**src/rtl/cpu_pkg.sv**
```systemverilog
// Shared CPU definitions: fetch sequencer state encoding
// and default datapath widths.
package cpu_pkg;

   localparam int DEF_ADDR_W = 32;
   localparam int DEF_INST_W = 32;

   typedef enum logic [2:0] {
      S_SETTLE  = 3'd0,
      S_REQ     = 3'd1,
      S_ENB     = 3'd2,
      S_WAIT_PC = 3'd3,
      S_HALT    = 3'd4
   } fetch_state_e;

endpackage

```
**src/rtl/inst_fetch_if.sv**
```systemverilog
// Fetch bundle: PC register, instruction memory port and
// control-unit instruction handoff.
interface inst_fetch_if
   import cpu_pkg::*;
#(
   parameter int ADDR_W = DEF_ADDR_W,
   parameter int INST_W = DEF_INST_W
);

   logic [ADDR_W-1:0] PC;
   logic              PC_CLK;
   logic [ADDR_W-1:0] IMEM_ADR;
   logic              IMEM_REQ;
   logic              IMEM_ACK;
   logic [INST_W-1:0] IMEM_DATA;
   logic [INST_W-1:0] MEM_INST;
   logic              INST_ENB;
   logic              FETCH_ERR;
   logic              BUSY;

   modport master (
      input  PC, PC_CLK, IMEM_ACK, IMEM_DATA,
      output IMEM_ADR, IMEM_REQ, MEM_INST,
      output INST_ENB, FETCH_ERR, BUSY
   );

   modport slave (
      output PC, PC_CLK, IMEM_ACK, IMEM_DATA,
      input  IMEM_ADR, IMEM_REQ, MEM_INST,
      input  INST_ENB, FETCH_ERR, BUSY
   );

endinterface

```
**src/rtl/edge_detect.sv**
```systemverilog
// Registered rising-edge detector with synchronous
// active-low reset.
module edge_detect (
   input  logic clk,
   input  logic rst_n,
   input  logic din,
   output logic rise
);

   logic din_q;

   always_ff @(posedge clk) begin
      if (!rst_n) din_q <= 1'b0;
      else        din_q <= din;
   end

   assign rise = din & ~din_q;

endmodule

```
**src/rtl/inst_fetch.sv**
```systemverilog
// Instruction-fetch sequencer: reads IMEM at PC and strobes
// the word into the control unit once per PC_CLK pulse.
module inst_fetch
   import cpu_pkg::*;
#(
   parameter int ADDR_W      = DEF_ADDR_W,
   parameter int INST_W      = DEF_INST_W,
   parameter int ENB_CYCLES  = 4,
   parameter int MEM_TIMEOUT = 255
) (
   input logic          CLK,
   input logic          RST,
   inst_fetch_if.master bus
);

   localparam int TMO_W = $clog2(MEM_TIMEOUT + 1);
   localparam int ENB_W = $clog2(ENB_CYCLES + 1);
   localparam logic [TMO_W-1:0] TMO_MAX = TMO_W'(MEM_TIMEOUT);
   localparam logic [ENB_W-1:0] ENB_MAX = ENB_W'(ENB_CYCLES);

   fetch_state_e      state;
   logic [TMO_W-1:0]  tmo_cnt;
   logic [ENB_W-1:0]  enb_cnt;
   logic              pending;
   logic              pc_edge;
   logic [ADDR_W-1:0] imem_adr;
   logic              imem_req;
   logic [INST_W-1:0] mem_inst;
   logic              inst_enb;
   logic              fetch_err;

   edge_detect u_pc_edge (
      .clk   (CLK),
      .rst_n (RST),
      .din   (bus.PC_CLK),
      .rise  (pc_edge)
   );

   always_ff @(posedge CLK) begin
      if (!RST) begin
         state     <= S_SETTLE;
         tmo_cnt   <= '0;
         enb_cnt   <= '0;
         pending   <= 1'b0;
         imem_adr  <= '0;
         imem_req  <= 1'b0;
         mem_inst  <= '0;
         inst_enb  <= 1'b0;
         fetch_err <= 1'b0;
      end else begin
         unique case (state)
            S_SETTLE: begin
               if (bus.PC[1:0] != 2'b00) begin
                  fetch_err <= 1'b1;
                  pending   <= 1'b0;
                  state     <= S_HALT;
               end else begin
                  imem_adr <= bus.PC;
                  imem_req <= 1'b1;
                  tmo_cnt  <= TMO_W'(1);
                  pending  <= pending | pc_edge;
                  state    <= S_REQ;
               end
            end
            S_REQ: begin
               pending <= pending | pc_edge;
               // ACK beats a timeout landing in the same cycle
               if (bus.IMEM_ACK) begin
                  mem_inst <= bus.IMEM_DATA;
                  imem_req <= 1'b0;
                  inst_enb <= 1'b1;
                  enb_cnt  <= ENB_W'(1);
                  state    <= S_ENB;
               end else if (tmo_cnt == TMO_MAX) begin
                  imem_req  <= 1'b0;
                  fetch_err <= 1'b1;
                  state     <= S_HALT;
               end else begin
                  tmo_cnt <= tmo_cnt + 1'b1;
               end
            end
            S_ENB: begin
               if (enb_cnt == ENB_MAX) begin
                  inst_enb <= 1'b0;
                  pending  <= 1'b0;
                  if (pending | pc_edge) state <= S_SETTLE;
                  else                   state <= S_WAIT_PC;
               end else begin
                  enb_cnt <= enb_cnt + 1'b1;
                  pending <= pending | pc_edge;
               end
            end
            S_WAIT_PC: begin
               if (pc_edge) state <= S_SETTLE;
            end
            S_HALT: begin
               imem_req <= 1'b0;
               inst_enb <= 1'b0;
            end
            default: state <= S_HALT;
         endcase
      end
   end

   assign bus.IMEM_ADR  = imem_adr;
   assign bus.IMEM_REQ  = imem_req;
   assign bus.MEM_INST  = mem_inst;
   assign bus.INST_ENB  = inst_enb;
   assign bus.FETCH_ERR = fetch_err;
   assign bus.BUSY      = (state != S_WAIT_PC) &&
                          (state != S_HALT);

endmodule

```
**src/flat_wrapper.sv**
```systemverilog
// flat-port wrapper written by rule: the top's interface ports become plain ports
module inst_fetch_flat import cpu_pkg::*;
#(
   parameter int ADDR_W      = DEF_ADDR_W,
   parameter int INST_W      = DEF_INST_W,
   parameter int ENB_CYCLES  = 4,
   parameter int MEM_TIMEOUT = 255
)
  (CLK, RST, bus_PC, bus_PC_CLK, bus_IMEM_ACK, bus_IMEM_DATA, bus_IMEM_ADR, bus_IMEM_REQ, bus_MEM_INST, bus_INST_ENB, bus_FETCH_ERR, bus_BUSY);
  inst_fetch_if #(.ADDR_W(ADDR_W), .INST_W(INST_W)) bus_i ();
  input logic CLK;
  input logic RST;
  input wire logic [$bits(bus_i.PC)-1:0] bus_PC;
  input wire logic [$bits(bus_i.PC_CLK)-1:0] bus_PC_CLK;
  input wire logic [$bits(bus_i.IMEM_ACK)-1:0] bus_IMEM_ACK;
  input wire logic [$bits(bus_i.IMEM_DATA)-1:0] bus_IMEM_DATA;
  output wire logic [$bits(bus_i.IMEM_ADR)-1:0] bus_IMEM_ADR;
  output wire logic [$bits(bus_i.IMEM_REQ)-1:0] bus_IMEM_REQ;
  output wire logic [$bits(bus_i.MEM_INST)-1:0] bus_MEM_INST;
  output wire logic [$bits(bus_i.INST_ENB)-1:0] bus_INST_ENB;
  output wire logic [$bits(bus_i.FETCH_ERR)-1:0] bus_FETCH_ERR;
  output wire logic [$bits(bus_i.BUSY)-1:0] bus_BUSY;
  assign bus_i.PC = bus_PC;
  assign bus_i.PC_CLK = bus_PC_CLK;
  assign bus_i.IMEM_ACK = bus_IMEM_ACK;
  assign bus_i.IMEM_DATA = bus_IMEM_DATA;
  assign bus_IMEM_ADR = bus_i.IMEM_ADR;
  assign bus_IMEM_REQ = bus_i.IMEM_REQ;
  assign bus_MEM_INST = bus_i.MEM_INST;
  assign bus_INST_ENB = bus_i.INST_ENB;
  assign bus_FETCH_ERR = bus_i.FETCH_ERR;
  assign bus_BUSY = bus_i.BUSY;
  inst_fetch #(.ADDR_W(ADDR_W), .INST_W(INST_W), .ENB_CYCLES(ENB_CYCLES), .MEM_TIMEOUT(MEM_TIMEOUT)) u_core (.CLK(CLK), .RST(RST), .bus(bus_i));
endmodule
```
**config.mk**
```make
export PLATFORM = sky130hd
export DESIGN_NAME = inst_fetch_flat
export DESIGN_NICKNAME = d
export VERILOG_FILES = /design/src/rtl/cpu_pkg.sv /design/src/rtl/inst_fetch_if.sv /design/src/rtl/edge_detect.sv /design/src/rtl/inst_fetch.sv /design/src/flat_wrapper.sv
export SDC_FILE = /design/constraint.sdc
export NUM_CORES = 1
export LEC_CHECK = 0
export BUFFER_PORTS_ARGS = -buffer_cell sky130_fd_sc_hd__buf_2
export CELL_PAD_IN_SITES_DETAIL_PLACEMENT = 0
export CELL_PAD_IN_SITES_GLOBAL_PLACEMENT = 2
export CORE_MARGIN = 4
export CORE_UTILIZATION = 23
export DETAILED_ROUTE_END_ITERATION = 16
export PLACE_DENSITY = 0.71
export SYNTH_ARGS = -nofsm -noshare
export SYNTH_HDL_FRONTEND = slang
export SYNTH_SLANG_ARGS = --single-unit
```
**constraint.sdc**
```tcl
create_clock -name CLK -period 1.4 [get_ports CLK]
set_input_delay 0.28 -clock CLK [delete_from_list [all_inputs] [get_ports CLK]]
set_output_delay 0.28 -clock CLK [all_outputs]
set_load 0.01 [all_outputs]
```
==> impl_metrics.toml, run 1 <==
[grt]
antenna_found_initial = 0
grt-ovfl-total = 0
grt_pass1_wl_um = 16700
grt_pass1_vias = 3231
grt_usage_pct = 13.0
grt_max_degree = 37

[hold_path]
holdPathEnd = "u_core.u_pc_edge.din_q"
hold_start = "bus_PC_CLK"
min_path_type = "input port to register"
hold_depth = 2

[sta]
clock.fmax_ghz = 0.695
hold_viol_final = 0
worstMarginPinSlew_ns = 0.326
relSlewSlack_pct = 78.2
fin_skew_ns = 0.00607
slew_viol_final = 0
min_period_ns = 1.44
timing.final.ws_setup_ns = -0.0390
rsz0062_at_grt = "yes"
setup_violations = 21
timing.final.crit_share_pct = 103
whs_ns = 0.168

[final_layout]
area_delta_synth_final_pct = 52.7
fill_cells = 1488
drive_gt1_share_pct = 40.9
final_nets = 655
diodes = 0
fin_cells = 769
final_cell_mix = "135 x nand2_1, 135 x buf_2, 78 x dfxtp_1"

[flow_run]
max-cap-violations = 0

[floorplan]
chipWidth_um = 128
die_area_mm2 = 0.0163
start_util_pct = 23.6
rows = 43
num_io_pins = 136
core_mm2 = 0.0140
die_h_um = 128

[clocking]
clock_sinks = 83
numCtsBuffers = 9
ctsLongestPathBuffers = 2
cts_hold_buf = 0
htree_levels = 3
clk_latency_ns = 0.34
clock-root-buffer = "clkbuf_16"
clkTransAtPathRegs_ns = 0.06
cts_tree = "done"

[drt]
route.detailed.drc = 0
wl_per_cell_um = 14.2
avgViaCountPerCell = 4.40
vias = 3386
final_antenna_net_count = 0
dr.pass1.iters = 4
routed_wl_um = 10900
drt_iter0_drc = 124

[synthesis]
synth-edff-count = 0
ys_types = 41
synth.largest_area_cell = "dfxtp_1"
ys.flop_type = "dfxtp_1"
async_flop_share_pct = 0
syn-cell-area_mm2 = 0.00330
avgSynthCellArea_um2 = 7.99
ys_top_cells_by_area = "dfxtp_1 50%, nand2_1 16%, a21oi_1 11%, buf_2 2.3%, nand3_1 1.4%"
syn_inst = 413
ys_warn_count = 0
ys_seq_area_share_pct = 50.3
synth_nets = 484
ys_ff_latch = 83
yosysTopAreaCellShare_pct = 50.3

[run_status]
failed_checks = "setup timing"
status = "finished with violations"

[critical_path]
crit_required_ns = 1.61
worstSetupPathType = "register to register"
rr_endpoint = "u_core.tmo_cnt[3]"
r2r_start = "u_core.state[1]"
r2r_cells = 7
critPathCaptureType = "register"
startpoint_type = "register"
rrSetupSlack_ns = -0.04
cp_max_fo = 5
arrival_ns = 1.65

[place]
place_congestion = 0.767
hpwlAfterDp_um = 7880
dpl_worst_slack_ns = -0.0673
io_buffers = 135
dp.cells = 747

[power_and_ir_drop]
leakagePower_uw = 0.00218
ir_worst_vdd_uv = 545
powerDensity_mw_per_mm2 = 1120
power_uw = 5660
[synthesized netlist by cell type (4+ instances only)]
cell type / number
a21oi_1: 73
a31oi_1: 5
buf_2: 15
clkbuf_1: 11
dfxtp_1: 83
inv_1: 4
nand2_1: 137
nand2b_1: 4
nand3_1: 9
nand4_1: 4
nor2_1: 10
nor3_1: 4
o21ai_0: 7
[critical path, stage by stage, from the launching register on]
cell and delay [ns]:
dfxtp_4 0.36, buf_12 0.13, nor3b_2 0.22, buf_4 0.18, nand2b_1 0.10, buf_4 0.14, nand2_1 0.09, a311oi_2 0.10
[stage by stage]
stage	utilization, %	TNS, ns	cell area [um2]
2_1_floorplan	-	0	3320
3_3_place_gp	32.2	-0.0574	4500
3_5_place_dp	32.2	-1.05	4500
4_1_cts	35.6	-0.324	4990
5_1_grt	36.1	-4.43	5040
6_report	36.1	-0.239	5040
[kinds of logic after synthesis]
| kind of cell | count (synthesis) | share of synthesized area (%) |
|---|---|---|
| adder cells (fa/ha/maj) | 3 | 1.14 |
| XOR/XNOR | 1 | 0.265 |
| multiplexers | 2 | 0.606 |
| AND/OR/NAND/NOR | 186 | 24.8 |
| buffers and inverters | 34 | 4.43 |
| flip-flops | 83 | 50.3 |
| AO/OA/AOI/OAI | 104 | 18.5 |
[flip-flops by register name, indices dropped and copies added (netlist names)]
name / count
u_core.bus.MEM_INST: 32
u_core.bus.IMEM_REQ: 1
u_core.bus.IMEM_ADR: 32
u_core.bus.FETCH_ERR: 1
u_core.u_pc_edge.din_q: 1
u_core.enb_cnt: 3
u_core.tmo_cnt: 8
u_core.bus.INST_ENB: 1
u_core.state: 3
u_core.pending: 1
[cell type report]
type,count,area (um2),area share (%)
well taps,180,225,4.47
clock inverters,7,91.3,1.81
inverters,5,18.8,0.372
repair buffers,189,1160,23.0
clock buffers,9,225,4.47
flip-flops and latches,83,1670,33.2
multi-input cells,296,1650,32.7
[where the power goes]
part	leakage, uW	switching (uW)	internal, uW
clock network	0.000156	990	1560
registers	0.000675	42.5	2440
logic	0.00135	340	296
total	0.00218	1370	4290
[worst max path at each step]
stage / start / end / slack [ns] / depth (start not counted)
finish: u_core.state[1] / u_core.tmo_cnt[3] / -0.04 / 7
global route: u_core.state[1] / u_core.state[0] / -0.13 / 6
CTS: u_core.state[1] / u_core.tmo_cnt[7] / -0.07 / 6
detailed placement: bus_PC[0] / u_core.state[0] / -0.07 / 7
global placement: bus_PC[0] / u_core.state[0] / -0.02 / 7
floorplan: u_core.tmo_cnt[0] / u_core.tmo_cnt[3] / 0.06 / 5
[metal layers]
metal / vias up / GRT usage [%] / part of all wire (%)
met4: 0 / 4.43 / 1.5
met2: 106 / 20.8 / 46
li1: 1728 / - / -
met5: - / 0 / 0
met3: 9 / 4.21 / 6.7
met1: 1543 / 16.5 / 46
[repair_timing]
item / in CTS / in global routing
endpoints found under the setup margin: 12 / 81
hold endpoints to repair: 0 / 0
pin swaps: 10 / 2
resized for setup: 30 / 9
cloned: 0 / 0
buffers inserted: 6 / 1
Power figures use the tool's default switching activity.
==> inputs of run 2 (changes only) <==
- MAX_ROUTING_LAYER: not set -> met4
==> impl_metrics.toml, run 2 (synthesis gave the netlist of run 1 again) <==
[critical_path]
worstSetupPathType = "register to register"
r2r_cells = 7
path_buf_inv = 3
rrSetupSlack_ns = -0.04
rr_endpoint = "u_core.tmo_cnt[3]"
crit_chain = "buf_12 > nor3b_2 > buf_4 > nand2b_1 > buf_4 > nand2_1 > a311oi_2"
cp_slowest_stage_delay_ns = 0.36
cp_top_family = "buffers and inverters"
crit_required_ns = 1.61
crit_slowest_cell = "dfxtp_4"
r2r_start = "u_core.state[1]"
critPathCaptureType = "register"
cp_max_fo = 5
cpMostUsedCell = "buf_4"
arrival_ns = 1.65
startpoint_type = "register"

[floorplan]
chipWidth_um = 128
start_util_pct = 23.6
num_io_pins = 136
die_h_um = 128
core_mm2 = 0.0140
rows = 43
die_area_mm2 = 0.0163

[drt]
routed_wl_um = 10900
vias = 3371
route.detailed.drc = 0
wl_per_cell_um = 14.2
dr.pass1.iters = 4
drt_iter0_drc = 130
final_antenna_net_count = 0
avgViaCountPerCell = 4.38

[place]
io_buffers = 135
placed_cell_area_mm2 = 0.00450
hpwlAfterDp_um = 7880
dp.cells = 747
place_congestion = 0.777

[sta]
timing.final.crit_share_pct = 103
timing.final.ws_setup_ns = -0.0398
relSlewSlack_pct = 78.2
clock.fmax_ghz = 0.695
worstMarginPinSlew_ns = 0.326
min_period_ns = 1.44
rsz0062_at_grt = "yes"
setup_violations = 23
slew_viol_final = 0
fin_skew_ns = 0.00511
hold_viol_final = 0

[grt]
grt_usage_pct = 13.4
antenna_found_initial = 0
grt_pass1_wl_um = 16700
grt_pass1_vias = 3240
grt-ovfl-total = 0
grt_max_degree = 37

[clocking]
numCtsBuffers = 9
clkTransAtPathRegs_ns = 0.06
clock-root-buffer = "clkbuf_16"
cts_tree = "done"
ctsLongestPathBuffers = 2
cts_hold_buf = 0
clk_latency_ns = 0.34
htree_levels = 3
clock_sinks = 83

[final_layout]
fill_cells = 1488
final_nets = 655
area_delta_synth_final_pct = 52.7
fin_cells = 769
final_area_mm2 = 0.00504
diodes = 0
final_util_pct = 36.1
final_cell_mix = "135 x nand2_1, 135 x buf_2, 78 x dfxtp_1"
drive_gt1_share_pct = 40.9

[flow_run]
max-cap-violations = 0

[power_and_ir_drop]
ir_worst_vdd_uv = 542
leakagePower_uw = 0.00218
pwr-share-clk_pct = 45.0
powerDensity_mw_per_mm2 = 1120
p_switching_uw = 1370
internal_power_uw = 4290
pwr-share-seq_pct = 43.8
switching_share_pct = 24.2
comb_power_share_pct = 11.2

[hold_path]
min_path_type = "input port to register"
hold_start = "bus_PC_CLK"
holdPathEnd = "u_core.u_pc_edge.din_q"
hold_depth = 2

[run_status]
status = "finished with violations"
failed_checks = "setup timing"
## run 2: cell type report
class / instances / area (um2) / area share, %
Timing Repair Buffer: 189 / 1160 / 23.0
Tap cell: 180 / 225 / 4.47
Sequential cell: 83 / 1670 / 33.2
Inverter: 5 / 18.8 / 0.372
Clock buffer: 9 / 225 / 4.47
Clock inverter: 7 / 91.3 / 1.81
Multi-Input combinational cell: 296 / 1650 / 32.7
## run 2: what timing repair did
item                       CTS  global route
setup buffers                6             1
setup endpoints to repair   12            81
pin swaps                   10             2
resized for setup           30             9
## run 2: how the worst max path moves through the flow
stage / depth (start not counted) / end / start
2_1_floorplan: 5 / u_core.tmo_cnt[3] / u_core.tmo_cnt[0]
3_3_place_gp: 7 / u_core.state[0] / bus_PC[0]
3_5_place_dp: 7 / u_core.state[0] / bus_PC[0]
4_1_cts: 6 / u_core.tmo_cnt[7] / u_core.state[1]
5_1_grt: 6 / u_core.state[0] / u_core.state[1]
6_report: 7 / u_core.tmo_cnt[3] / u_core.state[1]
## run 2: layer usage
metal  track usage [%]  wire length [um]  vias to the layer above
met5                 -                 0                        -
met4              3.68               134                        0
met3              4.29               682                        9
met2              20.9              5010                      100
met1              16.6              5070                     1534
li1                  -                 -                     1728
## run 2: power by group through the flow
stage | logic (uW) | clock network (uW) | registers [uW]
2_1_floorplan | 246 | 0 | 2560
3_3_place_gp | 589 | 0 | 2530
3_5_place_dp | 592 | 0 | 2530
4_1_cts | 632 | 2650 | 2480
5_1_grt | 700 | 2730 | 2480
6_report | 636 | 2550 | 2480
## run 2: through the flow
stage | hold slack, ns | worst slack (ns) | TNS [ns] | total power (uW)
after floorplan | 0.402 | 0.0552 | 0 | 2810
after global placement | 0.438 | -0.0243 | -0.0574 | 3120
after detailed placement | 0.444 | -0.0673 | -1.05 | 3120
after CTS | 0.149 | -0.0661 | -0.324 | 5760
after global routing | 0.159 | -0.135 | -4.43 | 5920
final | 0.169 | -0.0398 | -0.243 | 5660
==> inputs of run 3 (changes only) <==
- PLACE_DENSITY: 0.71 -> 0.72
- SYNTH_HIERARCHICAL: not set -> 1
==> impl_metrics.toml, run 3 <==
[sta]
whs_ns = 0.163
slew_viol_final = 0
fin_skew_ns = 0.00480
rsz0062_at_grt = "yes"
min_period_ns = 1.59
timing.final.ws_setup_ns = -0.192
clock.fmax_ghz = 0.628
final.setup.tns_ns = -7.29
worstMarginPinSlew_ns = 0.314
hold_viol_final = 0
setup_violations = 76
timing.final.crit_share_pct = 114
relSlewSlack_pct = 79.0

[power_and_ir_drop]
powerDensity_mw_per_mm2 = 897
ir_worst_vdd_uv = 495
power_uw = 5630
leakagePower_uw = 0.00263

[grt]
grt-ovfl-total = 0
antenna_found_initial = 0
grt_usage_pct = 14.8
grt_pass1_vias = 3692
grt_pass1_wl_um = 18500
grt_max_degree = 40

[synthesis]
ys_seq_area_share_pct = 51.6
syn-cell-area_mm2 = 0.00322
ys_types = 50
synthMostInstantiatedCell = "nand2_1"
avgSynthCellArea_um2 = 8.05
synth-edff-count = 0
ys_ff_latch = 83
syn_inst = 400
ys_top_cells_by_area = "dfxtp_1 52%, nand2_1 16%, a21oi_1 11%, clkbuf_1 2.1%, nand3_1 1.2%"
synth_nets = 471
ys_top_cells_by_count = "133 x nand2_1, 83 x dfxtp_1, 69 x a21oi_1"
synth.largest_area_cell = "dfxtp_1"
ys_warn_count = 6
yosysTopAreaCellShare_pct = 51.6
async_flop_share_pct = 0
ys.flop_type = "dfxtp_1"

[place]
dp.cells = 725
io_buffers = 135
place_congestion = 0.814
hpwlAfterDp_um = 7180

[critical_path]
cp_max_fo = 8
r2r_start = "u_core/state[1]"
cp_slowest_stage_delay_ns = 0.36
worstSetupPathType = "register to register"
critPathCaptureType = "register"
r2r_cells = 10
crit_chain = "buf_6 > buf_6 > nor2_4 > buf_12 > buf_6 > nand2_4 > buf_12 > buf_6 > nand2_4 > o2111a_1"
arrival_ns = 1.81
rrSetupSlack_ns = -0.19
crit_slowest_cell = "dfxtp_4"
rr_endpoint = "u_core/state[0]"
cpMostUsedCell = "buf_6"
startpoint_type = "register"
crit_required_ns = 1.62

[flow_run]
max-cap-violations = 0

[clocking]
clock_sinks = 83
numCtsBuffers = 9
cts_tree = "done"
clkTransAtPathRegs_ns = 0.06
clock-root-buffer = "clkbuf_16"
htree_levels = 3
ctsLongestPathBuffers = 2
clk_latency_ns = 0.34

[drt]
dr.pass1.iters = 4
routed_wl_um = 12100
avgViaCountPerCell = 4.63
wl_per_cell_um = 15.5
final_antenna_net_count = 0
drt_iter0_drc = 104
route.detailed.drc = 0
vias = 3600

[final_layout]
final_nets = 667
area_delta_synth_final_pct = 95.1
diodes = 0
final_cell_mix = "135 x buf_2, 76 x dfxtp_1, 62 x a21oi_2, 62 x nand2_4, 47 x nand2_1"
drive_gt1_share_pct = 70.0
fill_cells = 1309
final_common_cell = "buf_2"
fin_cells = 777

[hold_path]
holdPathEnd = "u_core/u_pc_edge/din_q"
hold_depth = 2
hold_start = "bus_PC_CLK"
min_path_type = "input port to register"

[floorplan]
chipWidth_um = 126
die_area_mm2 = 0.0160
rows = 42
die_h_um = 126
start_util_pct = 23.9
core_mm2 = 0.0135
num_io_pins = 136

[run_status]
status = "finished with violations"
failed_checks = "setup timing"
==> run 3: logic make-up after synthesis <==
family          after synthesis  synth area share (%)
compound gates              102                  18.5
xor+xnor                      1                 0.272
fa+ha+maj                     3                  1.17
buf+inv                      36                  4.70
flops                        83                  51.6
simple gates                175                  23.7
==> run 3: report_power, final <==
group | internal [uW] | switching, uW | leakage, uW | total, uW
Clock | 1430 | 988 | 0.000145 | 2420
Sequential | 2410 | 47.6 | 0.000676 | 2460
Combinational | 385 | 373 | 0.00181 | 758
==> run 3: layout make-up <==
class                      count  area, um2  share of cell area [%]
timing repair buffer         212       1700                    27.0
clock inverter                 6       63.8                    1.02
multi-input combinational    281       2360                    37.5
clock buffer                  10        239                    3.80
sequential                    83       1680                    26.7
tap                          176        220                    3.50
inverter                       9       33.8                   0.538
==> run 3: per-stage QoR <==
stage,utilization [%],area (um2),setup WS [ns]
2_1_floorplan,-,3250,-0.100
3_3_place_gp,32.8,4420,-0.148
3_5_place_dp,32.8,4420,-0.199
4_1_cts,41.5,5580,-0.213
5_1_grt,46.7,6280,-0.246
6_report,46.7,6280,-0.192
==> run 3: worst max-delay path: cells and delay by family (launching register included) <==
kind | cells | cell delay, ns
buf+inv | 6 | 0.72
flops | 1 | 0.36
compound gates | 1 | 0.24
simple gates | 3 | 0.15
==> run 3: layer usage <==
layer / vias up / global-route usage, % / wire length [um]
li1: 1758 / - / -
met1: 1703 / 18.0 / 5260
met2: 120 / 23.9 / 5860
met3: 19 / 3.74 / 692
met4: 0 / 5.49 / 249
met5: - / - / 0
==> run 3: worst max path at each step <==
stage,slack (ns),to,cells after the start,from
floorplan,-0.10,u_core/tmo_cnt[5],5,u_core/state[1]
global placement,-0.15,u_core/enb_cnt[2],4,u_core/state[1]
detailed placement,-0.20,u_core/tmo_cnt[5],5,bus_IMEM_ACK
CTS,-0.21,bus_BUSY,5,u_core/state[1]
global route,-0.25,u_core/tmo_cnt[5],5,u_core/state[1]
finish,-0.19,u_core/state[0],10,u_core/state[1]
==> run 3: timing repair <==
item	4_1_cts	5_1_grt
setup buffers	18	17
endpoints found under the setup margin	81	82
hold buffers	0	0
cloned	11	1
resized for setup	134	168
pin swaps	77	83
